## src/rtl/interrupt_sequencer_if.sv

```systemverilog
`default_nettype none
// ----------------------------------------------------------------------------
// interrupt_sequencer_if : request/return and PC-steering signals of the
// interrupt sequencer.   Revision 1.0
// ----------------------------------------------------------------------------
interface interrupt_sequencer_if #(
   parameter int PC_WIDTH = 16
);
   logic                irq_in;
   logic [4:0]          irq_number;
   logic                stall;
   logic [PC_WIDTH-1:0] current_pc;
   logic                reti;
   logic                ei;
   logic                di;
   logic                flush;
   logic                pc_load;
   logic [PC_WIDTH-1:0] pc_load_value;
   logic [PC_WIDTH-1:0] epc;
   logic [4:0]          cause;
   logic                in_service;
   logic                int_enable;
   logic                int_disable;
   logic                lost_irq;

   // master: handler/pipeline side driving requests and observing steering
   modport master (
      output irq_in, irq_number, stall, current_pc, reti, ei, di,
      input  flush, pc_load, pc_load_value, epc, cause,
             in_service, int_enable, int_disable, lost_irq
   );

   modport slave (
      input  irq_in, irq_number, stall, current_pc, reti, ei, di,
      output flush, pc_load, pc_load_value, epc, cause,
             in_service, int_enable, int_disable, lost_irq
   );
endinterface
`default_nettype wire

```

## src/rtl/interrupt_sequencer.sv

```systemverilog
`default_nettype none
// ----------------------------------------------------------------------------
// interrupt_sequencer : steers fetch into the vector on a request and back to
// the saved PC on return-from-interrupt.   Revision 1.0
// ----------------------------------------------------------------------------
module interrupt_sequencer #(
   parameter int                  PC_WIDTH           = 16,
   parameter logic [PC_WIDTH-1:0] VECTOR_BASE        = 16'h0100,
   parameter int                  VECTOR_STRIDE_LOG2 = 2
) (
   input  logic                clock,
   input  logic                reset,
   interrupt_sequencer_if.slave bus
);
   typedef enum logic [2:0] {
      S_IDLE    = 3'd0,
      S_PENDING = 3'd1,
      S_FLUSH   = 3'd2,
      S_VECTOR  = 3'd3,
      S_SERVICE = 3'd4,
      S_RETURN  = 3'd5
   } state_t;

   state_t              state_q, state_d;
   logic [PC_WIDTH-1:0] epc_q, epc_d;
   logic [4:0]          cause_q, cause_d;
   logic                lost_irq_q, lost_irq_d;
   logic                ei_q, ei_d;
   logic                di_q, di_d;
   logic [PC_WIDTH-1:0] vector_addr;

   // Truncation to PC_WIDTH gives the required modulo wrap of the vector.
   assign vector_addr = VECTOR_BASE + (PC_WIDTH'(cause_q) << VECTOR_STRIDE_LOG2);

   always_ff @(posedge clock or posedge reset) begin
      if (reset) begin
         state_q    <= S_IDLE;
         epc_q      <= '0;
         cause_q    <= '0;
         lost_irq_q <= 1'b0;
         ei_q       <= 1'b0;
         di_q       <= 1'b0;
      end else begin
         state_q    <= state_d;
         epc_q      <= epc_d;
         cause_q    <= cause_d;
         lost_irq_q <= lost_irq_d;
         ei_q       <= ei_d;
         di_q       <= di_d;
      end
   end

   always_comb begin
      state_d    = state_q;
      epc_d      = epc_q;
      cause_d    = cause_q;
      lost_irq_d = lost_irq_q | (bus.irq_in & (state_q != S_IDLE));
      ei_d       = bus.ei & (state_q == S_IDLE);
      di_d       = bus.di;
      case (state_q)
         S_IDLE: begin
            if (bus.irq_in) begin
               cause_d = bus.irq_number;
               state_d = S_PENDING;
            end
         end
         S_PENDING: begin
            // Return PC is taken at the safe point, not at request time.
            if (!bus.stall) begin
               epc_d   = bus.current_pc;
               state_d = S_FLUSH;
            end
         end
         S_FLUSH:   state_d = S_VECTOR;
         S_VECTOR:  state_d = S_SERVICE;
         S_SERVICE: begin
            if (bus.reti) state_d = S_RETURN;
         end
         S_RETURN:  state_d = S_IDLE;
         default:   state_d = S_IDLE;
      endcase
   end

   always_comb begin
      bus.flush         = (state_q == S_FLUSH);
      bus.pc_load       = (state_q == S_VECTOR) || (state_q == S_RETURN);
      bus.pc_load_value = '0;
      if (state_q == S_VECTOR) begin
         bus.pc_load_value = vector_addr;
      end else if (state_q == S_RETURN) begin
         bus.pc_load_value = epc_q;
      end
      bus.in_service    = (state_q == S_SERVICE);
      bus.int_enable    = (state_q == S_RETURN) | ei_q;
      bus.int_disable   = di_q;
   end

   assign bus.epc      = epc_q;
   assign bus.cause    = cause_q;
   assign bus.lost_irq = lost_irq_q;

endmodule
`default_nettype wire

```

## src/flat_wrapper.sv

```systemverilog
// flat-port wrapper written by rule: the top's interface ports become plain ports
module interrupt_sequencer_flat 
#(
   parameter int                  PC_WIDTH           = 16,
   parameter logic [PC_WIDTH-1:0] VECTOR_BASE        = 16'h0100,
   parameter int                  VECTOR_STRIDE_LOG2 = 2
)
  (clock, reset, bus_irq_in, bus_irq_number, bus_stall, bus_current_pc, bus_reti, bus_ei, bus_di, bus_flush, bus_pc_load, bus_pc_load_value, bus_epc, bus_cause, bus_in_service, bus_int_enable, bus_int_disable, bus_lost_irq);
  interrupt_sequencer_if #(.PC_WIDTH(PC_WIDTH)) bus_i ();
  input  logic clock;
  input  logic reset;
  input wire logic [$bits(bus_i.irq_in)-1:0] bus_irq_in;
  input wire logic [$bits(bus_i.irq_number)-1:0] bus_irq_number;
  input wire logic [$bits(bus_i.stall)-1:0] bus_stall;
  input wire logic [$bits(bus_i.current_pc)-1:0] bus_current_pc;
  input wire logic [$bits(bus_i.reti)-1:0] bus_reti;
  input wire logic [$bits(bus_i.ei)-1:0] bus_ei;
  input wire logic [$bits(bus_i.di)-1:0] bus_di;
  output wire logic [$bits(bus_i.flush)-1:0] bus_flush;
  output wire logic [$bits(bus_i.pc_load)-1:0] bus_pc_load;
  output wire logic [$bits(bus_i.pc_load_value)-1:0] bus_pc_load_value;
  output wire logic [$bits(bus_i.epc)-1:0] bus_epc;
  output wire logic [$bits(bus_i.cause)-1:0] bus_cause;
  output wire logic [$bits(bus_i.in_service)-1:0] bus_in_service;
  output wire logic [$bits(bus_i.int_enable)-1:0] bus_int_enable;
  output wire logic [$bits(bus_i.int_disable)-1:0] bus_int_disable;
  output wire logic [$bits(bus_i.lost_irq)-1:0] bus_lost_irq;
  assign bus_i.irq_in = bus_irq_in;
  assign bus_i.irq_number = bus_irq_number;
  assign bus_i.stall = bus_stall;
  assign bus_i.current_pc = bus_current_pc;
  assign bus_i.reti = bus_reti;
  assign bus_i.ei = bus_ei;
  assign bus_i.di = bus_di;
  assign bus_flush = bus_i.flush;
  assign bus_pc_load = bus_i.pc_load;
  assign bus_pc_load_value = bus_i.pc_load_value;
  assign bus_epc = bus_i.epc;
  assign bus_cause = bus_i.cause;
  assign bus_in_service = bus_i.in_service;
  assign bus_int_enable = bus_i.int_enable;
  assign bus_int_disable = bus_i.int_disable;
  assign bus_lost_irq = bus_i.lost_irq;
  interrupt_sequencer #(.PC_WIDTH(PC_WIDTH), .VECTOR_BASE(VECTOR_BASE), .VECTOR_STRIDE_LOG2(VECTOR_STRIDE_LOG2)) u_core (.clock(clock), .reset(reset), .bus(bus_i));
endmodule
```

## config.mk

```make
export PLATFORM = sky130hd
export DESIGN_NAME = interrupt_sequencer_flat
export DESIGN_NICKNAME = d
export VERILOG_FILES = /design/src/rtl/interrupt_sequencer_if.sv /design/src/rtl/interrupt_sequencer.sv /design/src/flat_wrapper.sv
export SDC_FILE = /design/constraint.sdc
export NUM_CORES = 1
export LEC_CHECK = 0
export BUFFER_PORTS_ARGS = -buffer_cell sky130_fd_sc_hd__clkbuf_2
export CORE_MARGIN = 2
export CORE_UTILIZATION = 45
export DETAILED_ROUTE_END_ITERATION = 6
export GPL_TIMING_DRIVEN = 0
export PLACE_DENSITY = 0.9
export SETUP_SLACK_MARGIN = 0.05
export SLEW_MARGIN = 20
export SYNTH_ARGS = -nofsm -noshare
export SYNTH_HDL_FRONTEND = slang
export SYNTH_SLANG_ARGS = --single-unit
```

## constraint.sdc

```tcl
create_clock -name clock -period 2.7 [get_ports clock]
set_input_delay 0.27 -clock clock [delete_from_list [all_inputs] [get_ports clock]]
set_output_delay 0.27 -clock clock [all_outputs]
set_load 0.05 [all_outputs]
```

==> reports/qor.yml <==
grt_util_all_layers_pct: 18.75
cts_root_buf: "clkbuf_4"
nNetsFinal: 210
post_cts_buffers: 0
reg2reg_from: "u_core.state_q[1]"
max_freq_ghz: 0.4157
status: "finished, violations left"
critPathArrivalTime_ns: 2.14
cts_tree: "done"
cp.required_ns: 2.43
numCtsBuffers: 3
synth_area_um2: 1333
vias: 1085
drive_above_1_share_pct: 58.56
setup_slack_ns: 0.2944
overflow: 0
crit_path_start_kind: "register"
crit_fanout: 10
ys_ff_latch: 27
syn-num-nets: 134
worstMarginPinSlew_ns: 0.9755
die_y_um: 58.42
synth_top_area_share_pct: 50.70
hp-class: "input pin to async pin"
dieWidth_um: 58.42
num_io_pins: 71
grt_max_degree: 28
row_count: 19
cp-endpoint: "bus_pc_load_value[2]"
yosys.area.top_type: "dfrtp_1"
startpoint: "u_core.state_q[1]"
hold_violations: 24
yosys_warnings: 0
synth-async-reset-ratio_pct: 100.0
grt_pass1_vias: 1125
synth_most_common_cell: "dfrtp_1"
synthFlopType: "dfrtp_1"
io_buffers: 70
start_util_pct: 47.91
totalWireLength_um: 3058
vias_per_cell: 5.118
violations: "hold timing"
clock_path_buffers: 2
r2r-end: "u_core.bus.epc[8]"
place_congestion: 0.7522
finalCritPeriodShare_pct: 89.10
syn_area_per_cell_um2: 12.57
synth-edff-count: 0
drc_errors: 0
dp_hpwl_um: 2380
antenna_found_initial: 0
drt_first_pass_iters: 4
drt_iter0_markers: 20
clk_pin_slew_ns: 0.17
maxCapViolations: 0
area_growth_pct: 32.30
critPathKind: "register to output port"
reg2reg_depth: 3
diodes: 0
htree_levels: 1
grt_pass1_wl_um: 4843
relSlewSlack_pct: 34.57
rsz0062_at_grt: "no"
crit_slowest_cell: "dfrtp_1"
endpoint_kind: "output port"
synth_common_cells: "dfrtp_1 (27), mux2_2 (21), nand3b_1 (11)"
synth.distinct_cells: 22
clkLatencyLatePin_ns: 0.34
synthTopCellsByArea: "dfrtp_1 (51%), mux2_2 (18%), nand3b_1 (6.2%)"
hold_ws_ns: -0.02239
worst_path_largest_cell_delay_ns: 0.50
fillers: 228
slew_violations: 0
core-area_um2: 2781
pre_cts_slack_ns: 0.7246
skew_ns: 0.01352
fp.dieArea_um2: 3412
synth_cells: 106
clock-sinks: 27
period_needed_ns: 2.406
wl_per_cell_um: 14.42
yosysSeqAreaShare_pct: 50.70
path_cells: "clkbuf_1, buf_2, nand3b_1, a21boi_0, clkbuf_2"
finalSetupViolCount: 0
rrSetupSlack_ns: 1.01
setup_tns_ns: 0
detail-route-antenna-nets: 0
[how the worst min path moves through the flow]
stage	slack, ns	to	start	cells after the start
2_1_floorplan	0.30	u_core.bus.int_disable	bus_di	0
3_3_place_gp	0.38	u_core.bus.int_disable	bus_di	1
3_5_place_dp	0.38	u_core.bus.int_disable	bus_di	1
4_1_cts	0.008	u_core.bus.int_disable	bus_di	1
5_1_grt	0.03	u_core.bus.epc[11]	reset	2
6_report	-0.02	u_core.bus.epc[14]	reset	2
[what timing repair did]
action	4_1_cts	5_1_grt
gates resized for setup	0	0
hold buffers	0	1
hold endpoints to repair	0	1
[final cells by class]
class	instances	area, µm²	share of cell area (%)
inverter	2	7.507	0.4258
multi-input combinational	69	604.3	34.28
timing repair buffer	71	360.3	20.44
buffer	8	45.04	2.555
clock buffer	3	22.52	1.278
tap	31	38.79	2.200
sequential	27	675.6	38.33
clock inverter	1	8.758	0.4968
[cells in the final DEF, fill, tap and decap left out, types with 2 or more instances in the layout]
cell type  synthesis  routed
a21boi_0           7       7
and2_1            10      10
buf_2              3       3
clkbuf_1           3       3
clkbuf_2           0      70
clkbuf_4           0       3
dfrtp_1           27      27
mux2_2            21      21
nand2b_1           3       3
nand3b_1          11      11
nor2_1             4       4
nor4b_4            2       2
nor4bb_1           2       2
or2_2              2       2
[worst max-delay path, delay by kind of cell, from the launching register on]
family                 cells  cell delay [ns]
buffers and inverters      3             0.94
AND/OR/NAND/NOR            1             0.10
flip-flops                 1             0.50
AO/OA/AOI/OAI              1             0.25
[flip-flops by register name, summed over array words and instances, names as in the netlist]
name / cells
u_core.bus.int_disable: 1
u_core.bus.epc: 16
u_core.bus.lost_irq: 1
u_core.bus.cause: 5
u_core.ei_q: 1
u_core.state_q: 3
[routing by layer]
layer | track usage [%] | wire length [µm] | vias up
met5 | 0 | 0 | -
li1 | - | - | 519
met1 | 20.37 | 1236 | 516
met4 | 7.973 | 50 | 0
met2 | 34.67 | 1551 | 45
met3 | 4.176 | 220 | 5
[metrics by stage]
stage / cell area, µm² / util, % / std cells
after floorplan: 1333 / - / 106
after global placement: 1722 / 61.90 / 207
after detailed placement: 1722 / 61.90 / 207
after CTS: 1753 / 63.02 / 211
after global routing: 1763 / 63.38 / 212
final: 1763 / 63.38 / 212
[kinds of logic after synthesis]
group / Yosys count / synth area share (%)
AND/OR/NAND/NOR: 37 / 21.32
flip-flops: 27 / 50.70
multiplexers: 22 / 18.50
AO/OA/AOI/OAI: 10 / 5.540
buffers and inverters: 10 / 3.944
Power is left out: the tool's default activity adds up to more than one toggle a clock period on the data nets, which glitch-free logic cannot reach.
